[config.mk]
export PLATFORM = sky130hd
export DESIGN_NAME = video_stream_tx_flat
export DESIGN_NICKNAME = d
export VERILOG_FILES = /design/src/rtl/video_stream_tx_pkg.sv /design/src/rtl/video_stream_tx_if.sv /design/src/rtl/video_stream_tx_test_pattern_gen.sv /design/src/rtl/video_stream_tx.sv /design/src/flat_wrapper.sv
export SDC_FILE = /design/constraint.sdc
export NUM_CORES = 1
export LEC_CHECK = 0
export ABC_AREA = 1
export CAP_MARGIN = 10
export CORE_UTILIZATION = 51
export CTS_BUF_LIST = sky130_fd_sc_hd__clkbuf_16
export DETAILED_ROUTE_END_ITERATION = 16
export PLACE_DENSITY = 0.85
export SYNTH_ARGS = -nofsm -noshare
export SYNTH_HDL_FRONTEND = slang
export SYNTH_SLANG_ARGS = --single-unit
[constraint.sdc]
create_clock -name clk -period 2.4 [get_ports clk]
set_input_delay 0.24 -clock clk [delete_from_list [all_inputs] [get_ports clk]]
set_output_delay 0.24 -clock clk [all_outputs]
set_load 0.02 [all_outputs]
[src/rtl/video_stream_tx_pkg.sv]
// Shared types and helpers for the video_stream_tx pixel-stream transmitter.
// The state encoding lives here so bench monitors can decode the FSM state.
package video_stream_tx_pkg;

    localparam int unsigned PixelSizeDefault = 24;

    typedef enum logic [2:0] {
        StIdle   = 3'd0,
        StVsync  = 3'd1,
        StHsync  = 3'd2,
        StActive = 3'd3,
        StHblank = 3'd4
    } tx_state_e;

    // Packing is R in the low byte, B in the high byte.
    function automatic logic [23:0] pack_rgb(input logic [7:0] r, input logic [7:0] g,
                                             input logic [7:0] b);
        return {b, g, r};
    endfunction

endpackage

[src/rtl/video_stream_tx_if.sv]
// Control, upstream pixel handshake and downstream beat bundle for video_stream_tx.
// master = pixel source / controller side, slave = the transmitter.
interface video_stream_tx_if
    import video_stream_tx_pkg::*;
#(
    parameter int unsigned PIXEL_SIZE = PixelSizeDefault
);
    logic                  start;
    logic                  continuous;
    logic                  pix_valid;
    logic [PIXEL_SIZE-1:0] pix_data;
    logic                  pix_ready;
    logic                  pattern_en;
    logic                  en;
    logic                  hsync;
    logic                  vsync;
    logic [PIXEL_SIZE-1:0] data;
    logic                  busy;
    logic                  frame_done;
    logic [31:0]           frame_count;

    modport master (
        output start, continuous, pix_valid, pix_data, pattern_en,
        input  pix_ready, en, hsync, vsync, data, busy, frame_done, frame_count
    );

    modport slave (
        input  start, continuous, pix_valid, pix_data, pattern_en,
        output pix_ready, en, hsync, vsync, data, busy, frame_done, frame_count
    );
endinterface

[src/rtl/video_stream_tx_test_pattern_gen.sv]
// Combinational test pattern: B = frame, G = row, R = column.
// Only built when VIDEO_TX_PATTERN_EN is defined.
`ifdef VIDEO_TX_PATTERN_EN
module test_pattern_gen
    import video_stream_tx_pkg::*;
(
    input  logic [7:0]  x,
    input  logic [7:0]  y,
    input  logic [7:0]  frame,
    output logic [23:0] pixel
);
    assign pixel = pack_rgb(x, y, frame);
endmodule
`endif

[src/rtl/video_stream_tx.sv]
// Pixel-stream transmitter: wraps upstream pixels in vsync/hsync beats with en-low stalls.
// Optional internal test pattern is enabled by defining VIDEO_TX_PATTERN_EN.
module video_stream_tx
    import video_stream_tx_pkg::*;
#(
    parameter int unsigned FRAME_WIDTH  = 4,
    parameter int unsigned FRAME_HEIGHT = 2,
    parameter int unsigned PIXEL_SIZE   = PixelSizeDefault,
    parameter int unsigned HBLANK       = 2
) (
    input logic              clk,
    input logic              reset_n,
    video_stream_tx_if.slave bus
);
    localparam int unsigned XW = (FRAME_WIDTH > 1) ? $clog2(FRAME_WIDTH) : 1;
    localparam int unsigned YW = (FRAME_HEIGHT > 1) ? $clog2(FRAME_HEIGHT) : 1;
    localparam int unsigned HW = (HBLANK > 1) ? $clog2(HBLANK) : 1;
    localparam logic [XW-1:0] XLast  = XW'(FRAME_WIDTH - 1);
    localparam logic [YW-1:0] YLast  = YW'(FRAME_HEIGHT - 1);
    localparam logic [HW-1:0] HbLast = HW'((HBLANK > 0) ? HBLANK - 1 : 0);

    tx_state_e             state_q;
    tx_state_e             row_end_state;
    logic [XW-1:0]         x_q;
    logic [YW-1:0]         y_q;
    logic [HW-1:0]         hb_q;
    logic                  en_q, hsync_q, vsync_q, busy_q, frame_done_q;
    logic [PIXEL_SIZE-1:0] data_q;
    logic [31:0]           frame_count_q;
    logic                  pat_active;
    logic [PIXEL_SIZE-1:0] pat_pixel;
    logic                  accept;
    logic [PIXEL_SIZE-1:0] next_pixel;
    logic                  row_last;

`ifdef VIDEO_TX_PATTERN_EN
    logic        pattern_q;
    logic [23:0] pat_rgb;

    test_pattern_gen u_pattern (
        .x     (8'(x_q)),
        .y     (8'(y_q)),
        .frame (frame_count_q[7:0]),
        .pixel (pat_rgb)
    );

    assign pat_active = pattern_q;
    assign pat_pixel  = PIXEL_SIZE'(pat_rgb);
`else
    logic unused_pattern_en;
    assign unused_pattern_en = bus.pattern_en;
    assign pat_active        = 1'b0;
    assign pat_pixel         = '0;
`endif

    assign bus.pix_ready = reset_n & (state_q == StActive) & ~pat_active;
    assign accept        = (state_q == StActive) & (pat_active | bus.pix_valid);
    assign next_pixel    = pat_active ? pat_pixel : bus.pix_data;
    assign row_last      = (y_q == YLast);

    // continuous only matters here, at the end of the last row.
    always_comb begin
        row_end_state = StHsync;
        if (row_last) begin
            row_end_state = bus.continuous ? StVsync : StIdle;
        end
    end

    always_ff @(posedge clk) begin
        if (!reset_n) begin
            state_q       <= StIdle;
            x_q           <= '0;
            y_q           <= '0;
            hb_q          <= '0;
            en_q          <= 1'b0;
            hsync_q       <= 1'b0;
            vsync_q       <= 1'b0;
            data_q        <= '0;
            busy_q        <= 1'b0;
            frame_done_q  <= 1'b0;
            frame_count_q <= '0;
`ifdef VIDEO_TX_PATTERN_EN
            pattern_q     <= 1'b0;
`endif
        end else begin
            en_q         <= 1'b0;
            hsync_q      <= 1'b0;
            vsync_q      <= 1'b0;
            frame_done_q <= 1'b0;
            unique case (state_q)
                StIdle: begin
                    data_q <= '0;
                    if (bus.start) begin
                        state_q <= StVsync;
                        busy_q  <= 1'b1;
                    end
                end
                StVsync: begin
                    en_q    <= 1'b1;
                    vsync_q <= 1'b1;
                    data_q  <= '0;
                    x_q     <= '0;
                    y_q     <= '0;
                    state_q <= StActive;
`ifdef VIDEO_TX_PATTERN_EN
                    pattern_q <= bus.pattern_en;
`endif
                end
                StHsync: begin
                    en_q    <= 1'b1;
                    hsync_q <= 1'b1;
                    data_q  <= '0;
                    x_q     <= '0;
                    state_q <= StActive;
                end
                StActive: begin
                    // No acceptance: en stays low and data holds (stall beat).
                    if (accept) begin
                        en_q   <= 1'b1;
                        data_q <= next_pixel;
                        if (x_q == XLast) begin
                            if (row_last) begin
                                frame_done_q  <= 1'b1;
                                frame_count_q <= frame_count_q + 32'd1;
                            end
                            if (HBLANK == 0) begin
                                state_q <= row_end_state;
                                busy_q  <= (row_end_state != StIdle);
                                if (!row_last) y_q <= y_q + YW'(1);
                            end else begin
                                hb_q    <= '0;
                                state_q <= StHblank;
                            end
                        end else begin
                            x_q <= x_q + XW'(1);
                        end
                    end
                end
                StHblank: begin
                    data_q <= '0;
                    if (hb_q == HbLast) begin
                        state_q <= row_end_state;
                        busy_q  <= (row_end_state != StIdle);
                        if (!row_last) y_q <= y_q + YW'(1);
                    end else begin
                        hb_q <= hb_q + HW'(1);
                    end
                end
                default: state_q <= StIdle;
            endcase
        end
    end

    assign bus.en          = en_q;
    assign bus.hsync       = hsync_q;
    assign bus.vsync       = vsync_q;
    assign bus.data        = data_q;
    assign bus.busy        = busy_q;
    assign bus.frame_done  = frame_done_q;
    assign bus.frame_count = frame_count_q;

endmodule
[src/flat_wrapper.sv]
// flat-port wrapper written by rule: the top's interface ports become plain ports
module video_stream_tx_flat import video_stream_tx_pkg::*;
#(
    parameter int unsigned FRAME_WIDTH  = 4,
    parameter int unsigned FRAME_HEIGHT = 2,
    parameter int unsigned PIXEL_SIZE   = PixelSizeDefault,
    parameter int unsigned HBLANK       = 2
)
  (clk, reset_n, bus_start, bus_continuous, bus_pix_valid, bus_pix_data, bus_pattern_en, bus_pix_ready, bus_en, bus_hsync, bus_vsync, bus_data, bus_busy, bus_frame_done, bus_frame_count);
  video_stream_tx_if #(.PIXEL_SIZE(PIXEL_SIZE)) bus_i ();
  input logic clk;
  input logic reset_n;
  input wire logic [$bits(bus_i.start)-1:0] bus_start;
  input wire logic [$bits(bus_i.continuous)-1:0] bus_continuous;
  input wire logic [$bits(bus_i.pix_valid)-1:0] bus_pix_valid;
  input wire logic [$bits(bus_i.pix_data)-1:0] bus_pix_data;
  input wire logic [$bits(bus_i.pattern_en)-1:0] bus_pattern_en;
  output wire logic [$bits(bus_i.pix_ready)-1:0] bus_pix_ready;
  output wire logic [$bits(bus_i.en)-1:0] bus_en;
  output wire logic [$bits(bus_i.hsync)-1:0] bus_hsync;
  output wire logic [$bits(bus_i.vsync)-1:0] bus_vsync;
  output wire logic [$bits(bus_i.data)-1:0] bus_data;
  output wire logic [$bits(bus_i.busy)-1:0] bus_busy;
  output wire logic [$bits(bus_i.frame_done)-1:0] bus_frame_done;
  output wire logic [$bits(bus_i.frame_count)-1:0] bus_frame_count;
  assign bus_i.start = bus_start;
  assign bus_i.continuous = bus_continuous;
  assign bus_i.pix_valid = bus_pix_valid;
  assign bus_i.pix_data = bus_pix_data;
  assign bus_i.pattern_en = bus_pattern_en;
  assign bus_pix_ready = bus_i.pix_ready;
  assign bus_en = bus_i.en;
  assign bus_hsync = bus_i.hsync;
  assign bus_vsync = bus_i.vsync;
  assign bus_data = bus_i.data;
  assign bus_busy = bus_i.busy;
  assign bus_frame_done = bus_i.frame_done;
  assign bus_frame_count = bus_i.frame_count;
  video_stream_tx #(.FRAME_WIDTH(FRAME_WIDTH), .FRAME_HEIGHT(FRAME_HEIGHT), .PIXEL_SIZE(PIXEL_SIZE), .HBLANK(HBLANK)) u_core (.clk(clk), .reset_n(reset_n), .bus(bus_i));
endmodule
; ---- Word level (Yosys, flattened, before mapping)
; Index checks and enable logic that the tools add are counted.
[classes]
addsub = 4
n_mul = 0
n_div = 0
n_lt_le_gt_ge = 0
n_eq_ne = 10
shift = 0
mux = 27
bitwise_logic = 2
n_reduce_logical = 17
[ops]
columns = op, n
row1 = 24-bit one-hot mux with 2 select lines, 1
row2 = 32-bit by 1-bit adder with 32-bit output (second input constant), 1
row3 = 24-bit 2-to-1 mux, 1
row4 = 1-bit 2-to-1 mux, 12
row5 = 3-bit 2-to-1 mux, 4
row6 = 3-bit one-hot mux with 4 select lines, 1
row7 = 4-bit AND reduction, 3
row8 = 2-bit nonzero test, 5
row9 = 3-bit AND reduction, 3
row10 = 1-bit one-hot mux with 2 select lines, 4
row11 = 3-bit by 2-bit equality test with 1-bit output (second input constant), 2
row12 = 2-bit 2-to-1 mux, 3
row13 = 2-bit != test (second input constant), 3
row14 = 2-bit by 1-bit != test with 1-bit output (second input constant), 2
row15 = 2-bit one-hot mux with 2 select lines, 1
row16 = 2-bit AND reduction, 2
row17 = 4-bit OR reduction, 1
row18 = 3-bit by 1-bit equality test with 1-bit output (second input constant), 1
row19 = 3-bit equality test (second input constant), 1
row20 = 3-bit logical NOT, 1
row21 = 3-bit nonzero test, 1
row22 = 1-bit adder (second input constant), 2
row23 = 2-bit by 1-bit adder with 2-bit output (second input constant), 1
row24 = 1-bit bitwise AND, 2
row25 = other kinds (2), 2
[word_totals]
reg_bits = 68
latchBits = 0
ram_bits = 0
mem_bits_ro = 0
inputBits = 30
out_inout_bits = 62
wordCells = 71
n_memories = 0

; ---- Logic depth before layout (Yosys ltp)
[logic_depth]
word_depth = 5
depth_mapped = 10
ltp_nobuf = 9

; ---- Worst setup path before layout
; No wires, ideal clock.
[synth_path]
path_type = reg-to-reg
from = register u_core.frame_count_q[1], in the netlist u_core.bus.frame_count[1]
to = register u_core.frame_count_q[18], in the netlist u_core.bus.frame_count[18]
setup_ns = 0.119
t_arrival_ns = 1.405
required_time_ns = 2.281
slack_ns = 0.877
stages_incl_launch_ff = 9
n_path_buf = 0
synth_period_minus_slack_ns = 1.523
path_cell_list = dfxtp_1 -> ha_1 -> inv_1 -> nor2_1 -> nand2_1 -> nor2_2 -> nand2_1 -> nor3b_1 -> nor2_1
[synth_via]
elab_chain_len = 1
[synth_lines]
columns = item, line
row1 = from (decl), video_stream_tx.sv:29  ; logic [31:0] frame_count_q;
row2 = from (signal assigned), video_stream_tx.sv:124  ; frame_count_q <= frame_count_q + 32'd1;
row3 = 32-bit by 1-bit adder with 32-bit output, video_stream_tx.sv:124
; Every way passes these cells.
; A chain may end at the register's enable or synchronous reset.

; ---- Final worst setup path
[layout_path]
from = register u_core.state_q[2]
to = output bus_pix_ready
[layout_via]
elab_chain_len = 2
[layout_lines]
columns = item, line
row1 = from (decl), video_stream_tx.sv:22  ; tx_state_e state_q;
row2 = from (signal assigned), video_stream_tx.sv:71  ; state_q <= StIdle;
row3 = from (signal assigned), video_stream_tx.sv:94  ; state_q <= StVsync;
row4 = from (signal assigned), video_stream_tx.sv:104  ; state_q <= StActive;
row5 = 3-bit by 2-bit equality test with 1-bit output, video_stream_tx.sv:56  ; assign bus.pix_ready = reset_n & (state_q == StActive) & ~pat_active;
row6 = 1-bit bitwise AND, video_stream_tx.sv:56
row7 = to (decl), flat_wrapper.sv:18  ; output wire logic [$bits(bus_i.pix_ready)-1:0] bus_pix_ready;
; Every way passes these cells.

==> impl_metrics.tcl <==
set metrics [dict create \
    outcome "finished clean" \
    cp_cell_sequence "inv_2 -> nand3_1 -> nor2_1 -> clkdlybuf4s50_1" \
    grt_pass1_vias 3107 \
    max_slew_margin_pct 51.3 \
    cts_resized 0 \
    cp_slowest_cell "clkdlybuf4s50_1" \
    dr.pass1.iters 5 \
    power.leakage_nw 1.64 \
    p_sw_mw 0.873 \
    dieArea_sq_um 6620 \
    synth_enable_flop_cells 0 \
    fin_crit_sh_pct 83.9 \
    clkPwrFrac_pct 40.5 \
    die_w_microns 81.4 \
    cts_sinks 68 \
    synth.ff_latch_count 68 \
    clk-insertion-delay-late_ns 0.33 \
    wl_per_cell_microns 13.1 \
    start_util_pct 53.6 \
    synth_ff_type "dfxtp_1" \
    cts_root_buf "clkbuf_16" \
    hpwl_microns 5780 \
    timing_worst_slew_pin_value_ns 0.730 \
    n_antenna_cell 0 \
    gr-total-overflow 0 \
    cts_buffers 9 \
    internal_power_mw 2.17 \
    syn_avg_cell_area_sq_um 6.81 \
    coreArea_sq_um 5990 \
    vias 3427 \
    routed_via_density 5.35 \
    die_h_microns 81.4 \
    yosysWarnings 0 \
    worstHoldPathType "input pin to register" \
    gp_congestion 0.884 \
    rrSetupSlack_ns 0.73 \
    ir_drop_uv 420 \
    fin_crit_ns 2.01 \
    power_frac_seq_pct 40.5 \
    ant_nets 0 \
    grt_pass1_wl_microns 13600 \
    area_growth_pct 38.2 \
    cts-htree-levels 3 \
    setup_slack_ns 0.387 \
    cts_buffer_depth 2 \
    critical_path.startpoint_type "register" \
    critPathKind "register to primary output" \
    setup_viol_count_final 0 \
    drcViolationCount 0 \
    drive_gt1_share_pct 4.96 \
    crit_arrival_ns 1.77 \
    hold_viol_final 0 \
    fin_util_pct 74.1 \
    grt_start_max_net_pins 44 \
    cp_slowest_stage_delay_ns 0.61 \
    drt_iter0_drc 233 \
    cap_violations 0 \
    cp_max_fo 5 \
    clk_pin_slew_worst_paths_ns 0.05 \
    antenna_found_initial 0 \
    pin_count 92 \
    critPathCaptureType "primary output" \
    setup_tns_ns 0 \
    grt_usage_pct 26.8 \
    syn_area_sq_um 3210 \
    worstPathRequired_ns 2.16 \
    async_flop_share_pct 0 \
    n_fill_cell 464 \
    sw_frac_of_total_pct 28.7 \
    dp_slack_ns 0.494 \
    rsz0062_at_grt "no" \
    drt_wl_total_microns 8380 \
    num_rows 28 \
    synth_nets 504 \
    cts_tree "yes" \
    synth_seq_area_share_pct 42.4 \
    synth_cell_type_count 29 \
    nets 593 \
    hold_buffers 0 \
    postCtsSetupBuffers 0 \
    skew_ns 0.00561 \
    power.density_nw_per_um2 685 \
    maxSlewViolCount 0 \
    syn_inst 472 \
    pwr-share-comb_pct 19.0 \
    fmax_mhz 497 \
    port_buffers 90 \
]
-- critical path: cells and delay by family, from the launching register on --
family	cells	cell delay [ns]
buffers and inverters	2	0.74
and+or+nand+nor	2	0.32
DFF	1	0.38
-- Yosys cell counts, types with 4 or more instances --
master	count	area, sq um
inv_1	47	176
a21oi_1	41	205
nor2_4	4	45.0
clkbuf_1	10	37.5
buf_2	4	20.0
nor2_1	72	270
nand2_1	120	450
dfxtp_1	68	1360
nand4_1	31	194
nand3_1	24	120
o21ai_0	15	75.1
nor3_1	5	25.0
-- sequential cells by signal (all words and copies together) (netlist names) --
signal and flops:
u_core.bus.frame_done 1, u_core.bus.frame_count 32, u_core.row_last 1, u_core.bus.hsync 1, u_core.bus.en 1, u_core.bus.busy 1, u_core.x_q 2, u_core.state_q 3
u_core.bus.vsync 1, u_core.bus.data 24, u_core.hb_q 1
-- path summary, 6_finish.rpt --
path                                                                 to  cells past startpoint                            from
worst max-delay path                                      bus_pix_ready                      4  u_core.state_q[2]$_SDFFE_PN0P_
worst min-delay path                   u_core.bus.data[11]$_SDFFE_PN0P_                      3                bus_pix_data[11]
worst max register to register  u_core.bus.frame_count[25]$_SDFFE_PN0P_                      9  u_core.state_q[2]$_SDFFE_PN0P_
worst min register to register               u_core.x_q[1]$_SDFFE_PN0P_                      2      u_core.x_q[1]$_SDFFE_PN0P_
-- layout make-up --
| class | instances | area [sq um] | share of cell area, % |
|---|---|---|---|
| Inverter | 50 | 188 | 4.23 |
| Sequential cell | 68 | 1360 | 30.7 |
| Timing Repair Buffer | 94 | 931 | 21.0 |
| Clock buffer | 9 | 225 | 5.07 |
| Clock inverter | 6 | 48.8 | 1.10 |
| Multi-Input combinational cell | 338 | 1590 | 35.9 |
| Tap cell | 75 | 93.8 | 2.11 |
-- metrics by stage --
step	power (mW)	cells	hold slack, ns	instance area, sq um
3_3_place_gp	1.82	625	0.453	4170
4_1_cts	3.05	640	0.465	4440
5_1_grt	3.16	640	0.486	4440
3_5_place_dp	1.83	625	0.465	4170
6_report	3.04	640	0.469	4440
2_1_floorplan	1.61	472	0.387	3210
-- metal layers --
metal	part of all wire (%)	global-route usage, %	vias up	wire [microns]
met2	47	45.5	148	3970
met5	0	0	-	0
li1	-	-	1710	-
met3	8.5	7.19	20	716
met4	2.4	13.0	0	204
met1	42	31.0	1549	3490
-- power groups by stage --
stage	registers (mW)	clock network, mW	logic (mW)
after detailed placement	1.25	0	0.574
after CTS	1.23	1.25	0.577
after global routing	1.24	1.29	0.629
after floorplan	1.30	0	0.316
after global placement	1.25	0	0.565
final	1.23	1.23	0.577
-- logic make-up (layout without fill, tap and decap cells) --
logic type | Yosys count | in the layout | synth area share, %
buffers and inverters | 66 | 159 | 8.10
adders and majority gates | 2 | 2 | 0.779
xor gates and xnor gates | 4 | 4 | 1.09
and+or+nand+nor | 274 | 274 | 38.5
DFF | 68 | 68 | 42.4
AOI/OAI and AO/OA | 58 | 58 | 9.19
-- placed cells by master, fill, tap and decap left out, types with 4 or more instances in the layout --
cell               n
nand2_1          120
clkdlybuf4s50_1   90
nor2_1            72
dfxtp_1           68
inv_1             49
a21oi_1           41
nand4_1           31
nand3_1           24
o21ai_0           15
clkbuf_16          9
nor3_1             5
clkinv_1           4
nor2_4             4
buf_4              4
No activity file was read; power rests on OpenSTA's default activity.
